`src/rtl/nn_cell_binarizer.sv`:
```
// Sudoku cell binarizer: thresholds a raster pixel stream into a 784-bit vector and launches the
// digit network, or reports a near-blank cell. Define NN_BIN_INVERT_EN for dark-ink-on-light capture.
`timescale 1ns/1ps

module nn_cell_binarizer #(
    parameter int         IMG_W   = 28,
    parameter int         IMG_H   = 28,
    parameter logic [9:0] MIN_INK = 10'd12
) (
    input  logic                   clk,
    input  logic                   rst,
    input  logic                   pix_valid,
    output logic                   pix_ready,
    input  logic                   pix_sof,
    input  logic [7:0]             pix_data,
    input  logic [7:0]             thresh,
    output logic [IMG_W*IMG_H-1:0] layer_0,
    output logic                   nn_start,
    input  logic                   nn_finish,
    output logic [9:0]             ink_count,
    output logic                   blank_cell,
    output logic                   frame_err,
    output logic                   busy
);
    localparam int NPIX = IMG_W * IMG_H;

    typedef enum logic [1:0] {
        IDLE    = 2'd0,
        COLLECT = 2'd1,
        LAUNCH  = 2'd2,
        WAIT_NN = 2'd3
    } state_t;

    state_t            state_reg;
    state_t            state_next;
    logic [9:0]        count_reg;
    logic [9:0]        ink_run_reg;
    logic [7:0]        thresh_reg;
    logic [NPIX-1:0]   shadow_reg;
    logic [NPIX-1:0]   shadow_next;
    logic [NPIX-1:0]   layer_reg;
    logic [9:0]        ink_count_reg;
    logic              frame_err_reg;

    logic              accept;
    logic              restart;
    logic              step;
    logic              last_pix;
    logic [7:0]        thr_eff;
    logic              pix_bit;
    logic [9:0]        wr_idx;
    logic              enough_ink;

    assign accept   = pix_valid && pix_ready;
    // An SOF beat always begins a fresh frame, whether we were idle or mid-frame.
    assign restart  = accept && pix_sof;
    assign step     = accept && !pix_sof && (state_reg == COLLECT);
    assign last_pix = step && (count_reg == 10'(NPIX - 1));
    assign wr_idx   = 10'(NPIX - 1) - count_reg;

    // The SOF beat itself must be judged against the threshold that arrives with it.
    assign thr_eff  = pix_sof ? thresh : thresh_reg;

`ifdef NN_BIN_INVERT_EN
    assign pix_bit = (pix_data < thr_eff);
`else
    assign pix_bit = (pix_data >= thr_eff);
`endif

    assign enough_ink = (ink_count_reg >= MIN_INK);

    // Per-bit shadow update: restart clears everything but pixel 0, a normal beat writes one bit.
    generate
        for (genvar gi = 0; gi < NPIX; gi++) begin : g_shadow
            if (gi == NPIX - 1) begin : g_first
                assign shadow_next[gi] = restart ? pix_bit :
                                         (step && wr_idx == 10'(gi)) ? pix_bit : shadow_reg[gi];
            end else begin : g_rest
                assign shadow_next[gi] = restart ? 1'b0 :
                                         (step && wr_idx == 10'(gi)) ? pix_bit : shadow_reg[gi];
            end
        end
    endgenerate

    always_ff @(posedge clk) begin
        if (rst) begin
            state_reg     <= IDLE;
            count_reg     <= '0;
            ink_run_reg   <= '0;
            thresh_reg    <= '0;
            shadow_reg    <= '0;
            layer_reg     <= '0;
            ink_count_reg <= '0;
            frame_err_reg <= 1'b0;
        end else begin
            state_reg     <= state_next;
            shadow_reg    <= shadow_next;
            frame_err_reg <= restart && (state_reg == COLLECT);
            if (restart) begin
                thresh_reg  <= thresh;
                count_reg   <= 10'd1;
                ink_run_reg <= {9'd0, pix_bit};
            end else if (step) begin
                count_reg   <= count_reg + 10'd1;
                ink_run_reg <= ink_run_reg + {9'd0, pix_bit};
            end
            // The output vector only moves here, so it is frozen for the whole inference.
            if (last_pix) begin
                layer_reg     <= {shadow_reg[NPIX-1:1], pix_bit};
                ink_count_reg <= ink_run_reg + {9'd0, pix_bit};
            end
        end
    end

    always_comb begin
        state_next = state_reg;
        pix_ready  = 1'b0;
        nn_start   = 1'b0;
        blank_cell = 1'b0;
        unique case (state_reg)
            IDLE: begin
                pix_ready = 1'b1;
                if (restart) state_next = COLLECT;
            end
            COLLECT: begin
                pix_ready = 1'b1;
                if (last_pix) state_next = LAUNCH;
            end
            LAUNCH: begin
                if (enough_ink) begin
                    nn_start   = 1'b1;
                    state_next = WAIT_NN;
                end else begin
                    blank_cell = 1'b1;
                    state_next = IDLE;
                end
            end
            WAIT_NN: begin
                if (nn_finish) state_next = IDLE;
            end
            default: state_next = IDLE;
        endcase
    end

    assign layer_0   = layer_reg;
    assign ink_count = ink_count_reg;
    assign frame_err = frame_err_reg;
    assign busy      = (state_reg != IDLE);

endmodule

```
`config.mk`:
```
export PLATFORM = sky130hd
export DESIGN_NAME = nn_cell_binarizer
export DESIGN_NICKNAME = d
export VERILOG_FILES = /design/src/rtl/nn_cell_binarizer.sv
export SDC_FILE = /design/constraint.sdc
export NUM_CORES = 2
export LEC_CHECK = 0
export BUFFER_PORTS_ARGS = -buffer_cell sky130_fd_sc_hd__buf_2
export CORE_UTILIZATION = 52
export DETAILED_ROUTE_END_ITERATION = 7
export PLACE_DENSITY = 0.76
export SLEW_MARGIN = 30
export SYNTH_ARGS = -nofsm -noshare
export SYNTH_HDL_FRONTEND = slang
export SYNTH_SLANG_ARGS = --single-unit
```
`constraint.sdc`:
```
create_clock -name clk -period 4.82 [get_ports clk]
set_clock_uncertainty 0.15 [all_clocks]
set_input_delay 0.964 -clock clk [delete_from_list [all_inputs] [get_ports clk]]
set_output_delay 0.964 -clock clk [all_outputs]
set_load 0.05 [all_outputs]
```
# --- Yosys cells after proc, flatten, opt, wreduce, memory -nomap -nowiden ---
# Index checks and enable logic that the tools add are counted.
op_classes:
  add_sub_neg: 3
  n_lt_le_gt_ge: 2
  n_eq_ne: 790
  mux: 17
  n_reduce_logical: 797
op_table:
  columns: ["operator", "count"]
  rows:
  - ["equality test 10 bit, second input constant", 273]
  - ["equality test 10 x 9 -> 1 bit, second input constant", 256]
  - ["equality test 10 x 8 -> 1 bit, second input constant", 128]
  - ["logical AND 1 bit", 789]
  - ["equality test 10 x 7 -> 1 bit, second input constant", 64]
  - ["equality test 10 x 6 -> 1 bit, second input constant", 32]
  - ["equality test 10 x 5 -> 1 bit, second input constant", 16]
  - ["equality test 10 x 4 -> 1 bit, second input constant", 8]
  - ["equality test 10 x 3 -> 1 bit, second input constant", 4]
  - ["equality test 10 x 2 -> 1 bit, second input constant", 2]
  - ["2-to-1 mux 1 bit", 11]
  - ["adder 10 x 1 -> 10 bit", 1]
  - ["adder 10 x 1 -> 10 bit, second input constant", 1]
  - ["equality test 10 x 1 -> 1 bit, second input constant", 1]
  - ["greater-or-equal comparator 10 x 4 -> 1 bit, second input constant", 1]
  - ["subtractor 10 bit, first input constant", 1]
  - ["greater-or-equal comparator 8 bit", 1]
  - ["2-to-1 mux 2 bit", 4]
  - ["2-to-1 mux 8 bit", 1]
  - ["case mux 2 bit (4 select lines)", 1]
  - ["!= test 2 bit, second input constant", 3]
  - ["nonzero test 2 bit", 3]
  - ["equality test 2 bit, second input constant", 2]
  - ["OR reduction 2 bit", 2]
  - ["other kinds (4)", 4]
word_totals:
  ff_bits: 1608
  in_bits: 21
  output_inout_bits: 799
  elab_cells: 2401

# --- Depth between registers and ports, before layout ---
logic_depth:
  ltp_word: 9
  ltp_mapped: 16

# --- Worst setup path after synthesis ---
# No wires, ideal clock.
synth_path:
  path_type: "input-to-reg"
  start: "input pix_sof"
  end: "register ink_count_reg[8], in the netlist ink_count[8]"
  setup_time_ns: 0.086
  arrival_ns: 4.502
  required_ns: 4.584
  path_slack_ns: 0.083
  stages: 16
  n_path_buf: 4
  path_cell_list: "buf_1 -> mux2_2 -> ha_1 -> nor2b_1 -> o21ai_0 -> a311oi_1 -> clkbuf_1 -> buf_2 -> buf_2 -> inv_1 -> ha_1 -> ha_1 -> nand3_1 -> nor3_1 -> xnor2_1 -> a211oi_1"
synth_via:
  elab_cells_between_ends: 7
  cone_classes: "add/sub (1); order compare (1); mux (1); reduce/logical (4)"
synth_lines:
  columns: ["item", "line", "rtl"]
  rows:
  - ["from (decl)", "14", "input logic pix_sof,"]
  - ["2-to-1 mux 8 bit", "62", "assign thr_eff = pix_sof ? thresh : thresh_reg;"]
  - ["greater-or-equal comparator 8 bit", "67", "assign pix_bit = (pix_data >= thr_eff);"]
  - ["net pix_bit", "50", "logic pix_bit;"]
  - ["adder 10 x 1 -> 10 bit", "110", "ink_count_reg <= ink_run_reg + {9'd0, pix_bit};"]
  - ["to (signal assigned)", "110", null]
  - ["to (decl)", "42", "logic [9:0] ink_count_reg;"]
# The timed path passes the listed nets, and every way through them passes these cells.
# A chain may end at the register's enable or synchronous reset.

# --- Final worst setup path ---
layout_path:
  start: "input pix_sof"
  end: "register shadow_reg[611]"
layout_via:
  elab_chain_len: 4
  elab_cells_between_ends: 8
  cone_classes: "order compare (1); mux (1); reduce/logical (6)"
layout_lines:
  columns: ["item", "line", "rtl"]
  rows:
  - ["branches (longest 4 deep; another with greater-or-equal comparator 8 bit)", null, null]
  - ["to (signal assigned)", "97", "shadow_reg <= shadow_next;"]
  - ["to (decl)", "39", "logic [NPIX-1:0] shadow_reg;"]
# Several ways; the timed one is not identified.

==> flow_summary.json <==
{
  "layout_min_cycle_time_ps": 3620,
  "hold_violations": 0,
  "synth-seq-cells": 1608,
  "crit_start": "pix_sof",
  "grt.met3_usage_pct": 10.5,
  "clk_latency_ps": 780,
  "crit_type": "input port to flip-flop",
  "use_met2_pct": 51.4,
  "numCtsBuffers": 161,
  "drt_wl_total_mm": 216,
  "antenna_found_initial": 0,
  "drv_cap": 0,
  "final_antenna_net_count": 0,
  "worstHoldPathType": "flip-flop to flip-flop",
  "synth_top_family_by_area": "compound AO/OA/AOI/OAI gates",
  "fp-row-count": 124,
  "ys_seq_area_share_pct": 53.7,
  "post-route-period-util_pct": 75.1,
  "grt_max_degree": 190,
  "die_w_um": 341,
  "area_delta_synth_final_pct": 16.6,
  "max-vdd-ir-drop_uv": 403,
  "rsz0062_at_grt": "false",
  "drtPass1Iterations": 8,
  "grtUsageMet1_pct": 46.1,
  "synth_compound_gate_area_share_pct": 24.2,
  "ys_types": 50,
  "grt_pass1_vias": 50135,
  "setup_slack_ps": 1200,
  "worst_slew_margin_rel_pct": 24.0,
  "core_um2": 114000,
  "io_buffers": 819,
  "dieArea_um2": 117000,
  "drt-initial-drc-count": 6815,
  "syn_area_per_cell_um2": 8.56,
  "power_w": 0.0271,
  "clockBufferDepth": 3,
  "muxShareOfSynthArea_pct": 0.242,
  "path_clk_slew_ps": 60,
  "mappedNetlistArea_um2": 59900,
  "dieHeight_um": 341,
  "slew_viol_final": 0,
  "power.density_nw_per_um2": 387,
  "overflow": 0,
  "htree_levels": 4,
  "worstPathRequired_ps": 5260,
  "cp-endpoint": "shadow_reg[611]$_SDFFE_PP0P_",
  "io_pins": 820,
  "arrival_ps": 4060,
  "postCtsHoldBufs": 0,
  "fin_worst_hold_slack_ps": 297,
  "grt_pass1_wl_mm": 317,
  "fin_nets": 7378,
  "fin_util_pct": 61.1,
  "synth_ff_type": "dfxtp_1",
  "cts.repair.resized": 0,
  "cp-end-kind": "flip-flop",
  "synthAdderAreaFrac_pct": 0.292,
  "largest_register_ffs": 784,
  "grtUsageTotal_pct": 35.2,
  "wl_per_cell_um": 24.0,
  "syn_nets": 7034,
  "drive_above_1_share_pct": 17.8,
  "top_usage_layer": "met2",
  "drc": 0,
  "synth-simple-area-share_pct": 15.0,
  "r2r_cells": 7,
  "max_freq_ghz": 0.276,
  "cts_setup_buffers": 0,
  "vias": 55908,
  "dp_worst_setup_slack_ps": 540,
  "p_leak_nw": 24.0,
  "start_util_pct": 52.4,
  "reg2reg_slack_ps": 1280,
  "via_per_inst": 6.22,
  "clockRootBuffer": "clkbuf_16",
  "antenna_cells": 0,
  "cts.sinks": 1608,
  "synthArstFlopShare_pct": 0,
  "start_kind": "input port",
  "tns_ps": 0,
  "synthCells": 6999,
  "synth_edf_count": 0,
  "setup_viol": 0,
  "tightest_slew_ps": 1140,
  "cp_max_fo": 184,
  "status": "finished, final reports clean",
  "gp_congestion": 0.904,
  "cts_tree": "yes",
  "reg2reg_from": "count_reg[8]$_SDFFE_PP0P_",
  "synth-xor-area-share_pct": 0.336,
  "reg2reg_to": "layer_0[465]$_SDFFE_PP0P_",
  "detailed_place_hpwl_mm": 139,
  "ys_warn_count": 0
}
## where the power goes
group / leakage, nW / total [W] / internal (W) / switching (W)
Clock: 2.70 / 0.0129 / 0.00756 / 0.00538
Sequential: 12.9 / 0.0133 / 0.0133 / 0.00000558
Combinational: 8.31 / 0.000813 / 0.000130 / 0.000683
Total: 24.0 / 0.0271 / 0.0210 / 0.00607
## logic make-up after synthesis
| group | count (synthesis) |
|---|---|
| compound gates | 2392 |
| simple gates | 2146 |
| flops | 1608 |
| buf+inv | 802 |
| xor+xnor | 23 |
| mux | 14 |
| fa+ha+maj | 14 |
## per-stage QoR
step,instance area [um2],cells
5_1_grt,69900,8989
3_5_place_dp,64300,8689
3_3_place_gp,64200,8689
4_1_cts,69800,8986
2_1_floorplan,59900,6999
6_report,69900,8989
## worst max-delay path: stages
cell	delay, ps
buf_2	290
mux2_2	390
ha_1	270
nor2b_1	120
o21ai_0	200
a311oi_4	400
buf_12	340
buf_12	500
a311oi_1	190
## synthesized netlist by cell type (all sizes together) (10+ instances only)
cell,instances,area [um2]
nand4b,13,114
nor4,82,526
nand2,1608,6040
xnor2,19,166
o21ai,72,360
or2,12,75.1
a311oi,547,4790
ha,14,175
mux2i,10,100
buf,237,1580
nor2,94,353
nor3,257,1290
dfxtp,1608,32200
nand3,10,50.1
a21oi,1573,7870
a211oi,181,1360
clkbuf,557,2090
a31oi,11,68.8
## layer usage
metal | share of wire [%] | routed length, um
met1 | 39 | 85100
met2 | 43 | 92500
met3 | 11 | 24600
met4 | 6.3 | 13500
met5 | 0 | 0
## layout by cell type, fill, tap and decap left out, types with 4 or more instances in the layout
cell type and instances:
a211oi_1 181, a21oi_1 1573, a311oi_1 545, a31oi_1 11, and2_1 6, buf_12 38, buf_2 818, buf_4 115
bufinv_16 11, clkbuf_1 37, clkbuf_16 165, clkbuf_8 42, clkinv_2 22, clkinvlp_4 5, dfxtp_1 1606, ha_1 14
inv_1 8, inv_6 8, mux2i_1 7, nand2_1 1608, nand2b_1 7, nand3_1 10, nand3b_1 9, nand4_1 6
nand4b_1 13, nand4bb_1 8, nor2_1 49, nor2_2 17, nor2_4 28, nor3_1 254, nor4_1 77, o21ai_0 72
or2_2 12, or3_1 4, or3b_2 4, or4b_2 5, xnor2_1 17, xor2_1 4
## area by class of cell
cell class                 instances  area (um2)
tap                             1512        1890
clock inverter                    53         647
clock buffer                     244        4850
fill                            9841       44500
inverter                           8        30.0
timing repair buffer             975        5790
sequential                      1608       32200
multi-input combinational       4589       24500
## worst min path at each step
stage | to | start | slack, ps | cells after the start
finish | layer_0[713]$_SDFFE_PP0P_ | shadow_reg[713]$_SDFFE_PP0P_ | 300 | 2
global placement | layer_0[585]$_SDFFE_PP0P_ | shadow_reg[585]$_SDFFE_PP0P_ | 290 | 2
detailed placement | layer_0[523]$_SDFFE_PP0P_ | shadow_reg[523]$_SDFFE_PP0P_ | 290 | 2
CTS | thresh_reg[3]$_SDFFE_PP0P_ | thresh[3] | 260 | 3
floorplan | layer_0[136]$_SDFFE_PP0P_ | shadow_reg[136]$_SDFFE_PP0P_ | 280 | 2
global route | thresh_reg[1]$_SDFFE_PP0P_ | thresh[1] | 290 | 3
Note: power is estimated with default switching activity, not from simulation.
